`config.mk`:
```
export PLATFORM = sky130hd
export DESIGN_NAME = wash_program_sequencer
export DESIGN_NICKNAME = d
export VERILOG_FILES = /design/src/rtl/wash_pkg.sv /design/src/rtl/start_debounce.sv /design/src/rtl/wash_program_sequencer.sv
export SDC_FILE = /design/constraint.sdc
export NUM_CORES = 1
export LEC_CHECK = 0
export BUFFER_PORTS_ARGS = -buffer_cell sky130_fd_sc_hd__buf_2
export CORE_UTILIZATION = 45
export DETAILED_ROUTE_END_ITERATION = 6
export HOLD_SLACK_MARGIN = 0.02
export PLACE_DENSITY = 0.74
export RECOVER_POWER = 25
export SETUP_SLACK_MARGIN = 0.02
export SLEW_MARGIN = 10
export SYNTH_ARGS = -nofsm -noshare
export SYNTH_HDL_FRONTEND = slang
export SYNTH_SLANG_ARGS = --single-unit
export TNS_END_PERCENT = 50
```
`constraint.sdc`:
```
create_clock -name clk -period 5.9 [get_ports clk]
set_clock_uncertainty 0.2 [all_clocks]
set_input_delay 0.59 -clock clk [delete_from_list [all_inputs] [get_ports clk]]
set_output_delay 0.59 -clock clk [all_outputs]
set_load 0.02 [all_outputs]
```
`src/rtl/wash_pkg.sv`:
```
// Shared definitions for the washer program sequencer and its front-panel helpers.
// Holds the phase encodings, the cycle-count bounds, the 50 MHz timing constants,
// and the program-select to cycle-count mapping.
package wash_pkg;

    localparam int unsigned PHASE_W         = 3;
    localparam int unsigned TIMER_W         = 31;
    localparam int unsigned PROG_MAX_CYCLES = 4;
    localparam int unsigned CYCLES_W        = $clog2(PROG_MAX_CYCLES + 1);

    // Phase codes double as the LED encoding.
    localparam logic [2:0] PH_IDLE  = 3'd0;
    localparam logic [2:0] PH_ARM   = 3'd1;
    localparam logic [2:0] PH_RUN   = 3'd2;
    localparam logic [2:0] PH_GAP   = 3'd3;
    localparam logic [2:0] PH_DONE  = 3'd4;
    localparam logic [2:0] PH_FAULT = 3'd5;

    // Timing at 50 MHz.
    localparam int unsigned DEBOUNCE_CYCLES_50M = 500_000;        // 10 ms
    localparam int unsigned ACK_CYCLES_50M      = 16;
    localparam int unsigned GAP_CYCLES_50M      = 50_000_000;     // 1 s
    localparam int unsigned TIMEOUT_CYCLES_50M  = 1_500_000_000;  // 30 s

    // Number of wash cycles a program select value asks for.
    function automatic logic [CYCLES_W-1:0] prog_to_cycles(input logic [1:0] prog_sel);
        return CYCLES_W'(prog_sel) + CYCLES_W'(1);
    endfunction

endpackage

```
`src/rtl/start_debounce.sv`:
```
// Button conditioner: 2-FF synchronizer, stability counter and a registered
// one-clock pulse on the debounced rising edge. The pulse appears
// DEBOUNCE_CYCLES+3 clocks after the raw input rises.
// Ports:
//   clk, reset    - clock, asynchronous active-high reset
//   btn_async     - raw push-button, asynchronous to clk
//   start_p       - one-clock pulse per accepted press
module start_debounce #(
    parameter int unsigned DEBOUNCE_CYCLES = 500_000
) (
    input  logic clk,
    input  logic reset,
    input  logic btn_async,
    output logic start_p
);

    localparam int unsigned CNT_W = (DEBOUNCE_CYCLES > 1) ? $clog2(DEBOUNCE_CYCLES) : 1;

    logic             sync1_q, sync1_d;
    logic             sync2_q, sync2_d;
    logic [CNT_W-1:0] cnt_q, cnt_d;
    logic             stable_q, stable_d;
    logic             stable_dly_q, stable_dly_d;
    logic             pulse_q, pulse_d;

    // The debounced level only follows the synchronized input after it has
    // disagreed for DEBOUNCE_CYCLES consecutive clocks.
    always_comb begin
        sync1_d      = btn_async;
        sync2_d      = sync1_q;
        cnt_d        = '0;
        stable_d     = stable_q;
        stable_dly_d = stable_q;
        pulse_d      = stable_q & ~stable_dly_q;
        if (sync2_q != stable_q) begin
            if (cnt_q == CNT_W'(DEBOUNCE_CYCLES - 1)) begin
                stable_d = sync2_q;
            end else begin
                cnt_d = cnt_q + CNT_W'(1);
            end
        end
    end

    always_ff @(posedge clk or posedge reset) begin
        if (reset) begin
            sync1_q      <= 1'b0;
            sync2_q      <= 1'b0;
            cnt_q        <= '0;
            stable_q     <= 1'b0;
            stable_dly_q <= 1'b0;
            pulse_q      <= 1'b0;
        end else begin
            sync1_q      <= sync1_d;
            sync2_q      <= sync2_d;
            cnt_q        <= cnt_d;
            stable_q     <= stable_d;
            stable_dly_q <= stable_dly_d;
            pulse_q      <= pulse_d;
        end
    end

    assign start_p = pulse_q;

endmodule

```
`src/rtl/wash_program_sequencer.sv`:
```
// Program-level controller above the washer FSM. Runs 1-4 wash cycles back to
// back: pulses fsm_start, waits for fsm_ready to fall and rise again, inserts a
// settle gap between cycles. Watchdogs the ack and the cycle, interlocks on the
// door and holds the washer in reset while faulted.
// Ports:
//   clk, reset          - clock, asynchronous active-high reset
//   start_btn           - raw start push-button
//   prog_sel[1:0]       - program select, cycle count = prog_sel+1
//   door_closed         - door interlock, 1 = closed
//   fsm_ready           - washer FSM ready
//   fsm_start           - washer start request (high throughout ARM)
//   fsm_abort           - washer FSM reset (high in FAULT)
//   busy, done, fault   - status; done and fault are sticky
//   cycles_left[2:0]    - remaining cycles including the current one
//   phase[2:0]          - current phase code for LEDs
module wash_program_sequencer
    import wash_pkg::*;
#(
    parameter int unsigned DEBOUNCE_CYCLES = DEBOUNCE_CYCLES_50M,
    parameter int unsigned ACK_CYCLES      = ACK_CYCLES_50M,
    parameter int unsigned GAP_CYCLES      = GAP_CYCLES_50M,
    parameter int unsigned TIMEOUT_CYCLES  = TIMEOUT_CYCLES_50M
) (
    input  logic                clk,
    input  logic                reset,
    input  logic                start_btn,
    input  logic [1:0]          prog_sel,
    input  logic                door_closed,
    input  logic                fsm_ready,
    output logic                fsm_start,
    output logic                fsm_abort,
    output logic                busy,
    output logic                done,
    output logic                fault,
    output logic [CYCLES_W-1:0] cycles_left,
    output logic [PHASE_W-1:0]  phase
);

    logic                start_p;
    logic [PHASE_W-1:0]  state_q, state_d;
    logic [TIMER_W-1:0]  timer_q, timer_d;
    logic [CYCLES_W-1:0] cycles_left_q, cycles_left_d;
    logic                done_q, done_d;
    logic                fault_q, fault_d;
    logic                fsm_start_q, fsm_start_d;
    logic                busy_q, busy_d;
    logic                active_c;

    start_debounce #(
        .DEBOUNCE_CYCLES(DEBOUNCE_CYCLES)
    ) u_start_debounce (
        .clk      (clk),
        .reset    (reset),
        .btn_async(start_btn),
        .start_p  (start_p)
    );

    assign active_c = (state_q == PH_ARM) || (state_q == PH_RUN) || (state_q == PH_GAP);

    // Next state; within the running phases: door open > watchdog > normal exit.
    always_comb begin
        state_d       = state_q;
        cycles_left_d = cycles_left_q;
        done_d        = done_q;
        timer_d       = '0;
        case (state_q)
            PH_IDLE: begin
                if (start_p && door_closed && fsm_ready) begin
                    state_d       = PH_ARM;
                    cycles_left_d = prog_to_cycles(prog_sel);
                    done_d        = 1'b0;
                end
            end
            PH_ARM: begin
                if (!door_closed) begin
                    state_d = PH_FAULT;
                end else if (timer_q == TIMER_W'(ACK_CYCLES - 1)) begin
                    state_d = PH_FAULT;
                end else if (!fsm_ready) begin
                    state_d = PH_RUN;
                end
            end
            PH_RUN: begin
                if (!door_closed) begin
                    state_d = PH_FAULT;
                end else if (timer_q == TIMER_W'(TIMEOUT_CYCLES - 1)) begin
                    state_d = PH_FAULT;
                end else if (fsm_ready) begin
                    cycles_left_d = cycles_left_q - CYCLES_W'(1);
                    if (cycles_left_q == CYCLES_W'(1)) begin
                        state_d = PH_DONE;
                        done_d  = 1'b1;
                    end else begin
                        state_d = PH_GAP;
                    end
                end
            end
            PH_GAP: begin
                if (!door_closed) begin
                    state_d = PH_FAULT;
                end else if (timer_q == TIMER_W'(GAP_CYCLES - 1)) begin
                    state_d = PH_ARM;
                end
            end
            PH_DONE: begin
                state_d = PH_IDLE;
            end
            PH_FAULT: begin
                if (start_p && door_closed) begin
                    state_d = PH_IDLE;
                end
            end
            default: begin
                state_d = PH_FAULT;
            end
        endcase

        // Timer only runs while staying in a running phase; any change clears it.
        if (active_c && (state_d == state_q)) begin
            timer_d = timer_q + TIMER_W'(1);
        end

        // Outputs are decoded from the next state so they line up with phase.
        fsm_start_d = (state_d == PH_ARM);
        busy_d      = (state_d == PH_ARM) || (state_d == PH_RUN) || (state_d == PH_GAP);
        fault_d     = (state_d == PH_FAULT);
    end

    always_ff @(posedge clk or posedge reset) begin
        if (reset) begin
            state_q       <= PH_IDLE;
            timer_q       <= '0;
            cycles_left_q <= '0;
            done_q        <= 1'b0;
            fault_q       <= 1'b0;
            fsm_start_q   <= 1'b0;
            busy_q        <= 1'b0;
        end else begin
            state_q       <= state_d;
            timer_q       <= timer_d;
            cycles_left_q <= cycles_left_d;
            done_q        <= done_d;
            fault_q       <= fault_d;
            fsm_start_q   <= fsm_start_d;
            busy_q        <= busy_d;
        end
    end

    assign fsm_start   = fsm_start_q;
    assign fsm_abort   = fault_q;
    assign busy        = busy_q;
    assign done        = done_q;
    assign fault       = fault_q;
    assign cycles_left = cycles_left_q;
    assign phase       = state_q;

endmodule
```
# == Word level (Yosys, flattened, before mapping) ==
# Cells that the tools add are included.
# word_totals
output_inout_bits,11
mem_count,0
mem_bits_ro,0
regBits,65
in_bits,7
word_cells,78
latch_bits,0
ramBits,0
# op_classes
mul,0
n_bitwise,2
magnitude_cmp,0
n_div,0
n_eq_ne,21
n_shift,0
n_mux,26
n_addsub,4
n_reduce_logical,12
# op_table
operator,count
$mux 3,15
$mux 19,2
$add 31x1->31 const B,1
$eq 31x26->1 const B,1
$eq 31x31->1 const B,1
$eq 31x4->1 const B,1
$mux 31,1
$add 19x1->19 const B,1
$eq 19x19->1 const B,1
$pmux 3 s6,1
$eq 3x2->1 const B,4
$eq 3x1->1 const B,3
$eq 3x3->1 const B,3
$ne 2x2->1 const B,4
$pmux 3 s2,1
$reduce_and 6->1,1
$mux 1,5
$reduce_and 5->1,1
$logic_or 1x1->1,4
$add 2x1->3 const B,1
$eq 3x3->1,1
$logic_and 1x1->1,3
$logic_not 3->1,1
$sub 3x1->3 const B,1
7 further kinds,7

# == Depth between registers and ports, before layout ==
# Gate-level depths: netlist of run 1.
# logic_depth
ltp_word,9
mapped_depth,8
depth_no_buf,7

# == Modules after synthesis ==
# From an unflattened synthesis of run 1, not the netlist that was laid out.
# hier_totals
hier_cells,362
area_unflattened_um2,3623.5
# by_module_without_submodules
module,area_per_inst_um2,n_inst,cells_per_inst
wash_program_sequencer,2476.1,1,256
start_debounce,1147.4,1,106

# == Worst setup path before layout of run 1 ==
# No wires, ideal clock.
# synth_timing
kind,reg2reg
startpoint,register timer_q[0]
endpoint,register timer_q[30]
path_stages_with_launch,8
setup_ns,0.107
path_slack_ns,3.593
arrival_ns,2.000
path_cell_list,dfrtp_1 ha_1 and3_1 buf_2 nand4_4 or2_1 or4_4 a2111oi_4
# synth_via
elab_chain_cells,7
# synth_lines
item,line,rtl
start: declaration,wash_program_sequencer.sv:41,"logic [TIMER_W-1:0] timer_q, timer_d;"
start signal: assignment,wash_program_sequencer.sv:140,timer_q <= timer_d;
"$eq 31x26->1, or another cell as far along",wash_program_sequencer.sv:101,end else if (timer_q == TIMER_W'(GAP_CYCLES - 1)) begin
"$mux 3, on equally long branches","wash_program_sequencer.sv:101, wash_program_sequencer.sv:77, wash_program_sequencer.sv:86",
"$mux 3, on equally long branches","wash_program_sequencer.sv:99, wash_program_sequencer.sv:75, wash_program_sequencer.sv:84",
$pmux 3 s6,wash_program_sequencer.sv:66,case (state_q)
$eq 3x3->1,wash_program_sequencer.sv:119,if (active_c && (state_d == state_q)) begin
$logic_and 1x1->1,wash_program_sequencer.sv:119,
$mux 31 (*),wash_program_sequencer.sv:119,
named net timer_d[30],wash_program_sequencer.sv:41,
# The timed path passes the listed nets; every way through them passes the cells marked *.
# A chain may end at the register's enable or synchronous reset.

==> results.sh, run 1 <==
export IMPL_power_density_mw_per_mm2=216
export IMPL_synthFlopType="dfrtp_1"
export IMPL_ys_warn_count=0
export IMPL_critPathRequiredTime_ns=5.38
export IMPL_layout_common_cells="65 x dfrtp_1, 40 x nor2_1, 34 x nor4_1"
export IMPL_antenna_diode_count=0
export IMPL_fillers=707
export IMPL_grt_use_total_pct=20.6
export IMPL_path_class="input pin to async pin"
export IMPL_fin_util_pct=50.8
export IMPL_grt_pass1_wl_mm=13.7
export IMPL_syn_area_per_cell_um2=9.83
export IMPL_pre_cts_slack_ns=3.02
export IMPL_first_pass_iters=5
export IMPL_syn_area_mm2=0.00362
export IMPL_overflow=0
export IMPL_cts_post_setup_buffers_inserted=0
export IMPL_synth_compound_area_share_pct=7.95
export IMPL_status="finished, violations left"
export IMPL_die_y_um=91.7
export IMPL_final_max_slew_viol_count=66
export IMPL_io_buffers=17
export IMPL_slew_headroom_pct=-129
export IMPL_antenna_found_initial=0
export IMPL_max_clock_path_buffers=2
export IMPL_start_util_pct=46.6
export IMPL_nets=392
export IMPL_worst_slack_ns=2.22
export IMPL_cts_resized=0
export IMPL_yosys_top_cells_area="dfrtp_1 45%, xnor2_1 7.0%, nor4_1 5.9%"
export IMPL_grt_pass1_vias=2936
export IMPL_cts_sinks=65
export IMPL_synth_top_area_share_pct=45.0
export IMPL_holdBufCountCts=0
export IMPL_ys_seq_elements=65
export IMPL_synth_xor_area_share_pct=10.4
export IMPL_syn_to_final_growth_pct=8.96
export IMPL_arrival_ns=3.16
export IMPL_drive_above_1_share_pct=14.3
export IMPL_cts_tree="yes"
export IMPL_io_pins=18
export IMPL_avgViaCountPerCell=5.90
export IMPL_worst_pin_slew_ns=3.43
export IMPL_hp_start="start_btn"
export IMPL_end_kind="async pin"
export IMPL_finalSetupViolations=0
export IMPL_drc=0
export IMPL_place_area_mm2=0.00375
export IMPL_final_common_cell="dfrtp_1"
export IMPL_synth_top_family_by_area="simple AND/OR/NAND/NOR gates"
export IMPL_synth_top_cell_by_area="dfrtp_1"
export IMPL_fp_dieW_um=91.7
export IMPL_synth_edff_count=0
export IMPL_r2r_start="timer_q[12]"
export IMPL_hold_viol=0
export IMPL_grt_max_degree=66
export IMPL_clk_latency_ns=0.35
export IMPL_row_count=32
export IMPL_netlist_instances=368
export IMPL_total_power_uw=852
export IMPL_regArea_mm2=0.00163
export IMPL_design_area_mm2=0.00394
export IMPL_cts_root_buffer="clkbuf_8"
export IMPL_final_setup_tns_ns=0
export IMPL_vdd_drop_max_mv=0.105
export IMPL_dp_hpwl_mm=5.13
export IMPL_synth_async_sr_flop_share_pct=100
export IMPL_synth_seq_area_share_pct=45.0
export IMPL_crit_fanout=65
export IMPL_cts_made_buffers=9
export IMPL_ant_nets=0
export IMPL_muxShareOfSynthArea_pct=0.588
export IMPL_wl_per_cell_um=16.1
export IMPL_multiInputGateArea_mm2=0.00184
export IMPL_grt_setup_unrepaired="no"
export IMPL_drt_first_iter_violations=236
export IMPL_core_region_area_mm2=0.00777
export IMPL_synth_simple_area_share_pct=30.1
export IMPL_fin_crit_sh_pct=62.4
export IMPL_clk_pin_slew_ns=0.07
export IMPL_die_area_mm2=0.00840
export IMPL_crit_start="reset"
export IMPL_finalCriticalPeriod_ns=3.68
export IMPL_drv_cap=1
export IMPL_yosysUniqueCellTypes=53
export IMPL_place_congestion=0.841
export IMPL_p_leak_uw=0.00148
export IMPL_synth_adder_area_share_pct=1.73
export IMPL_synth_fp_nets=380
export IMPL_vias=2875
export IMPL_startpoint_type="input pin"
export IMPL_h_tree_depth=3
export IMPL_max_freq_mhz=272
export IMPL_violations="capacitance limit, slew limit"
export IMPL_hp_class="input pin to flop"
export IMPL_routed_wl_mm=7.82
## metal layers
metal	wire (µm)	share of wire, %	vias to the layer above	track usage (%)
li1	-	-	1367	-
met1	3560	45	1436	25.5
met2	3850	49	54	33.5
met3	244	3.1	18	5.22
met4	177	2.3	0	10.3
met5	0	0	-	0
## report_power, final
part / internal [µW] / leakage [µW] / switching (µW) / total (µW)
Combinational: 5.85 / 0.000514 / 17.3 / 23.1
Clock: 205 / 0.0000953 / 173 / 378
Sequential: 448 / 0.000872 / 2.46 / 451
## flip-flops by register name, indices dropped and copies added, names as in the netlist
signal                         flops
busy                               1
cycles_left                        3
done                               1
fault                              1
fsm_start                          1
phase                              3
timer_q                           31
u_start_debounce.cnt_q            19
u_start_debounce.stable_dly_d      1
u_start_debounce.stable_dly_q      1
u_start_debounce.start_p           1
u_start_debounce.sync1_q           1
u_start_debounce.sync2_q           1
## stage by stage
step                      hold WS, ns  cells
after floorplan                 0.131    368
after global placement          0.139    471
final                           0.142    487
after global routing            0.123    487
after detailed placement        0.142    471
after CTS                       0.127    487
## logic make-up after synthesis
kind of cell,count (synthesis)
buffers and inverters,33
DFF,65
xor gates and xnor gates,43
muxes,2
and+or+nand+nor,187
AOI/OAI and AO/OA,33
adders and majority gates,5
## path summary, 6_finish.rpt
path | endpoint | slack [ns] | cells after the start
setup reg to reg | timer_q[12] | 2.94 | 5
max in group clk | timer_q[12] | 2.94 | 5
min in group asynchronous | u_start_debounce.sync2_q | 1.36 | 3
setup / recovery | u_start_debounce.cnt_q[9] | 2.22 | 3
hold reg to reg | u_start_debounce.sync2_q | 0.15 | 0
hold / removal | u_start_debounce.sync1_q | 0.14 | 1
## cell usage after synthesis, types with 8 or more instances
library cell and number:
inv_1 15, nor4_1 34, dfrtp_1 65, buf_2 10, nand4_1 12, nor2_1 41
nand3_1 19, xor2_1 14, nand2_1 22, nor3_1 17, xnor2_1 29, and4_1 8
## critical path: stages
cell and delay (ns):
buf_2 0.09, inv_1 0.04, clkbuf_1 2.41
## cell type report
class / instances / area share [%]
multi-input combinational: 270 / 46.7
sequential: 65 / 41.3
clock buffer: 11 / 3.59
tap: 102 / 3.24
timing repair buffer: 19 / 2.44
inverter: 15 / 1.43
clock inverter: 5 / 1.40
Power figures use the tool's default switching activity.
==> run 2, diff against run 1 <==
==> constraint.sdc (replaced) <==
create_clock -name clk -period 3.4 [get_ports clk]
set_clock_uncertainty 0.2 [all_clocks]
set_input_delay 0.34 -clock clk [delete_from_list [all_inputs] [get_ports clk]]
set_output_delay 0.34 -clock clk [all_outputs]
set_load 0.02 [all_outputs]
==> run 2 against run 1 <==
The flow still finishes with violations (capacitance limit, slew limit). Wire length fell by 2.5%. Core utilization up 0.77 points. Final area grew 1.5%. Global-route usage fell by 0.23 points. Flip-flop and latch count is the same. Combinational power rose by 84%. Setup slack lost 1.7 ns.
==> results.sh, run 2 (synthesis results as in run 1) <==
export IMPL_status="finished, violations left"
export IMPL_violations="capacitance limit, slew limit"
export IMPL_crit_fanout=20
export IMPL_max_freq_mhz=350
export IMPL_nets=396
export IMPL_fp_dieW_um=91.7
export IMPL_path_class="flop to flop"
export IMPL_largest_reg_flops=31
export IMPL_critPathRequiredTime_ns=3.41
export IMPL_cpPeakStageDelay_ns=0.48
export IMPL_grt_setup_unrepaired="no"
export IMPL_slew_headroom_pct=-6.52
export IMPL_row_count=32
export IMPL_dp_hpwl_mm=5.10
export IMPL_end_kind="flop"
export IMPL_routed_wl_mm=7.63
export IMPL_fin_util_pct=51.5
export IMPL_final_common_cell="dfrtp_1"
export IMPL_start_util_pct=46.6
export IMPL_worst_pin_slew_ns=1.60
export IMPL_die_y_um=91.7
export IMPL_vias=2831
export IMPL_worst_slack_ns=0.545
export IMPL_drt_first_iter_violations=198
export IMPL_grt_use_total_pct=20.4
export IMPL_clk_pin_slew_ns=0.07
export IMPL_fillers=698
export IMPL_overflow=0
export IMPL_max_clock_path_buffers=2
export IMPL_io_pins=18
export IMPL_arrival_ns=2.86
export IMPL_drc=0
export IMPL_clk_latency_ns=0.34
export IMPL_crit_buf_inv=1
export IMPL_cts_tree="yes"
export IMPL_drv_cap=1
export IMPL_core_region_area_mm2=0.00777
export IMPL_pre_cts_slack_ns=0.573
export IMPL_layout_common_cells="65 x dfrtp_1, 40 x nor2_1, 34 x nor4_1"
export IMPL_crit_chain="ha_1, and3_1, nand2_1, nor4b_2, o221a_2, buf_4, nor4_1"
export IMPL_cts_made_buffers=9
export IMPL_top_register="timer_q"
export IMPL_grt_pass1_wl_mm=13.5
export IMPL_antenna_diode_count=0
export IMPL_antenna_found_initial=0
export IMPL_startpoint_type="flop"
export IMPL_die_area_mm2=0.00840
export IMPL_drive_above_1_share_pct=12.3
export IMPL_cts_sinks=65
export IMPL_h_tree_depth=3
export IMPL_final_setup_tns_ns=0
export IMPL_reg_top3="timer_q (31), u_start_debounce.cnt_q (19)"
export IMPL_first_pass_iters=4
export IMPL_finalCriticalPeriod_ns=2.85
export IMPL_fin_crit_sh_pct=84.0
export IMPL_total_power_uw=1580
export IMPL_io_buffers=17
export IMPL_crit_family="simple AND/OR/NAND/NOR gates"
export IMPL_place_congestion=0.881
export IMPL_cts_post_setup_buffers_inserted=0
export IMPL_p_leak_uw=0.00149
export IMPL_wl_per_cell_um=15.5
export IMPL_finalSetupViolations=0
export IMPL_avgViaCountPerCell=5.77
export IMPL_place_area_mm2=0.00376
export IMPL_vdd_drop_max_mv=0.223
export IMPL_power_density_mw_per_mm2=394
export IMPL_crit_slowest_cell="nor4b_2"
export IMPL_ant_nets=0
export IMPL_hold_viol=0
export IMPL_design_area_mm2=0.00400
export IMPL_syn_to_final_growth_pct=10.6
export IMPL_final_max_slew_viol_count=44
export IMPL_grt_max_degree=44
export IMPL_cts_root_buffer="clkbuf_8"
export IMPL_grt_pass1_vias=2852
export IMPL_hp_class="input pin to flop"
==> run 2: cell types whose count changed in the layout (fill, tap and decap cells not counted) <==
cell | before | now
dlygate4sd3_1 | 0 | 2
clkbuf_8 | 10 | 11
bufinv_16 | 1 | 2
buf_2 | 17 | 7
clkbuf_1 | 2 | 11
clkinv_2 | 2 | 0
buf_4 | 1 | 4
==> run 2: cell type report <==
cell class	count	area [µm²]	area share, %
repair buffers	23	123	3.06
multi-input cells	270	1840	46.0
well taps	102	128	3.19
inverters	15	56.3	1.41
clock inverters	4	75.1	1.88
clock buffers	12	155	3.88
flip-flops and latches	65	1630	40.6
==> run 2: repair_timing <==
action / 4_1_cts / 5_1_grt
setup endpoints to repair: 0 / 0
gates resized for setup: 0 / 0
hold buffers: 2 / 0
hold endpoints to repair: 43 / 0
==> run 2: metal layers <==
metal | vias to the layer above | global-route usage (%) | routed length [µm]
li1 | 1374 | - | -
met4 | 0 | 7.14 | 102
met2 | 39 | 33.4 | 3720
met3 | 8 | 5.64 | 260
met5 | - | 0 | 0
met1 | 1410 | 25.8 | 3550
==> run 2: worst paths after layout <==
kind                       cells past startpoint                          to                     start  slack, ns
hold / removal                                 3              cycles_left[0]               prog_sel[0]       0.13
min in group asynchronous                      3              cycles_left[2]                     reset       0.82
max in group asynchronous                      4  u_start_debounce.cnt_q[11]                     reset       1.12
setup / recovery                               7                  timer_q[9]                timer_q[0]       0.55
hold reg to reg                                0    u_start_debounce.sync2_q  u_start_debounce.sync1_q       0.16
setup reg to reg                               7                  timer_q[9]                timer_q[0]       0.55
==> run 2: metrics by stage <==
| step | hold WS [ns] | instances |
|---|---|---|
| 5_1_grt | 0.143 | 491 |
| 4_1_cts | 0.104 | 491 |
| 6_report | 0.127 | 491 |
| 2_1_floorplan | 0.131 | 368 |
| 3_3_place_gp | 0.135 | 473 |
| 3_5_place_dp | 0.152 | 473 |
==> run 2: where the power goes <==
group / leakage [µW] / total (µW) / switching [µW] / internal [µW]
Clock: 0.000109 / 752 / 299 / 453
Combinational: 0.000513 / 42.4 / 30.3 / 12.1
Sequential: 0.000872 / 782 / 4.34 / 778
==> run 2: worst min-delay path, delay by kind of cell <==
family          cells  cell delay [ns]
buf+inv             1             0.10
compound gates      2             0.19
==> run 3, diff against run 2 <==
==> constraint.sdc (replaced) <==
create_clock -name clk -period 2.9 [get_ports clk]
set_clock_uncertainty 0.2 [all_clocks]
set_input_delay 0.29 -clock clk [delete_from_list [all_inputs] [get_ports clk]]
set_output_delay 0.29 -clock clk [all_outputs]
set_load 0.02 [all_outputs]
==> run 3 against run 2 <==
The run now ends clean. Clock-buffer cell count down 2. Non-clock buffer count up 4. Setup slack worse by 0.31 ns. Die area is the same. Global-route usage is 0.54 points lower.
==> results.sh, run 3 (synthesis results as in run 1) <==
export IMPL_fillers=715
export IMPL_drt_first_iter_violations=174
export IMPL_pwr_share_comb_pct=2.9
export IMPL_slew_headroom_pct=30.1
export IMPL_clk_latency_ns=0.35
export IMPL_cts_made_buffers=9
export IMPL_h_tree_depth=3
export IMPL_fin_crit_sh_pct=91.7
export IMPL_nets=400
export IMPL_max_freq_mhz=376
export IMPL_core_region_area_mm2=0.00777
export IMPL_final_setup_tns_ns=0
export IMPL_start_util_pct=46.6
export IMPL_holdPathStages=3
export IMPL_cts_root_buffer="clkbuf_8"
export IMPL_fin_util_pct=51.8
export IMPL_reg2reg_depth=6
export IMPL_top_register="timer_q"
export IMPL_path_class="flop to flop"
export IMPL_first_pass_iters=4
export IMPL_drive_above_1_share_pct=14.2
export IMPL_end_kind="flop"
export IMPL_switching_share_pct=22.9
export IMPL_power_density_mw_per_mm2=435
export IMPL_dp_hpwl_mm=5.28
export IMPL_cts_post_setup_buffers_inserted=0
export IMPL_final_max_slew_viol_count=0
export IMPL_grt_use_total_pct=19.8
export IMPL_crit_buf_inv=0
export IMPL_ff2ff_setup_slack_ns=0.24
export IMPL_io_buffers=17
export IMPL_status="completed"
export IMPL_antenna_diode_count=0
export IMPL_netSwitchingPower_uw=400
export IMPL_place_congestion=0.834
export IMPL_crit_slowest_cell="nand3b_4"
export IMPL_startpoint_type="flop"
export IMPL_holdBufCountCts=2
export IMPL_critPathRequiredTime_ns=2.90
export IMPL_overflow=0
export IMPL_finalSetupViolations=0
export IMPL_io_pins=18
export IMPL_min_to="cycles_left[0]"
export IMPL_grt_setup_unrepaired="no"
export IMPL_largest_reg_flops=31
export IMPL_crit_fanout=34
export IMPL_multiInputGateArea_mm2=0.00184
export IMPL_vias=2788
export IMPL_hp_class="input pin to flop"
export IMPL_drv_cap=0
export IMPL_cp_depth=6
export IMPL_antenna_found_initial=0
export IMPL_crit_chain="ha_1, and3_1, nand4_1, nor4b_1, nand3b_4, nor4_1"
export IMPL_grt_pass1_vias=2806
export IMPL_final_common_cell="dfrtp_1"
export IMPL_power_frac_clock_pct=44.6
export IMPL_hp_start="prog_sel[0]"
export IMPL_ant_nets=0
export IMPL_die_y_um=91.7
export IMPL_finalCriticalPeriod_ns=2.66
export IMPL_seqPwrFrac_pct=52.5
export IMPL_drc=0
export IMPL_cts_sinks=65
export IMPL_r2r_start="timer_q[0]"
export IMPL_syn_to_final_growth_pct=11.1
export IMPL_routed_wl_mm=7.58
export IMPL_reg_top3="timer_q (31), u_start_debounce.cnt_q (19)"
export IMPL_die_area_mm2=0.00840
export IMPL_fin_cells=495
export IMPL_r2r_end="timer_q[6]"
export IMPL_intPower_uw=1350
export IMPL_dp_cells=477
export IMPL_hold_viol=0
export IMPL_avgViaCountPerCell=5.63
export IMPL_max_clock_path_buffers=2
export IMPL_p_leak_uw=0.00151
export IMPL_arrival_ns=2.66
export IMPL_regArea_mm2=0.00163
export IMPL_cpPeakStageDelay_ns=0.51
export IMPL_grt_max_degree=35
export IMPL_row_count=32
export IMPL_vdd_drop_max_mv=0.237
export IMPL_layout_common_cells="65 x dfrtp_1, 40 x nor2_1, 34 x nor4_1"
export IMPL_grt_pass1_wl_mm=13.2
export IMPL_worst_pin_slew_ns=1.05
export IMPL_wl_per_cell_um=15.3
export IMPL_clk_pin_slew_ns=0.07
export IMPL_cts_tree="yes"
export IMPL_fp_dieW_um=91.7
export IMPL_cts_resized=0
export IMPL_crit_family="simple AND/OR/NAND/NOR gates"
==> run 3: worst max path at each step <==
stage | from | endpoint | slack, ns
floorplan | timer_q[0] | timer_q[30] | 0.59
CTS | timer_q[0] | timer_q[7] | 0.24
detailed placement | timer_q[0] | timer_q[7] | 0.27
global route | timer_q[0] | timer_q[6] | 0.06
finish | timer_q[0] | timer_q[6] | 0.24
global placement | timer_q[0] | timer_q[13] | 0.36
==> run 3: per-layer routing <==
layer / wire length [µm] / global-route usage, % / share of wire (%) / vias to the layer above
met4: 116 / 6.88 / 1.5 / 0
li1: - / - / - / 1381
met1: 3480 / 24.7 / 46 / 1362
met5: 0 / 0 / 0 / -
met3: 258 / 5.56 / 3.4 / 10
met2: 3730 / 33.0 / 49 / 35
==> run 3: metrics by stage <==
step / cell area (µm²) / hold WS, ns / total power (µW) / worst slack (ns)
floorplan: 3620 / 0.121 / 966 / 0.593
global placement: 3810 / 0.111 / 983 / 0.363
detailed placement: 3810 / 0.116 / 986 / 0.270
CTS: 4030 / 0.0667 / 1770 / 0.235
global route: 4020 / 0.0864 / 1820 / 0.0555
finish: 4020 / 0.0763 / 1750 / 0.240
==> run 3: tightest hold or removal path: stages <==
cell       delay (ns)
buf_2            0.10
a21oi_1          0.06
o2bb2ai_1        0.13
==> run 3: cell type report <==
class                   instances  share of cell area [%]
repair buffers                 27                    4.14
clock inverters                 6                    1.68
multi-input cells             270                    45.7
inverters                      15                    1.40
flip-flops and latches         65                    40.4
well taps                     102                    3.17
clock buffers                  10                    3.42
==> run 3: power by group through the flow <==
stage / clock network [µW] / registers, µW / logic, µW
floorplan: 0 / 935 / 30.9
global placement: 0 / 934 / 48.8
detailed placement: 0 / 935 / 51.1
CTS: 804 / 917 / 53.4
global route: 843 / 918 / 59.6
finish: 780 / 917 / 50.7
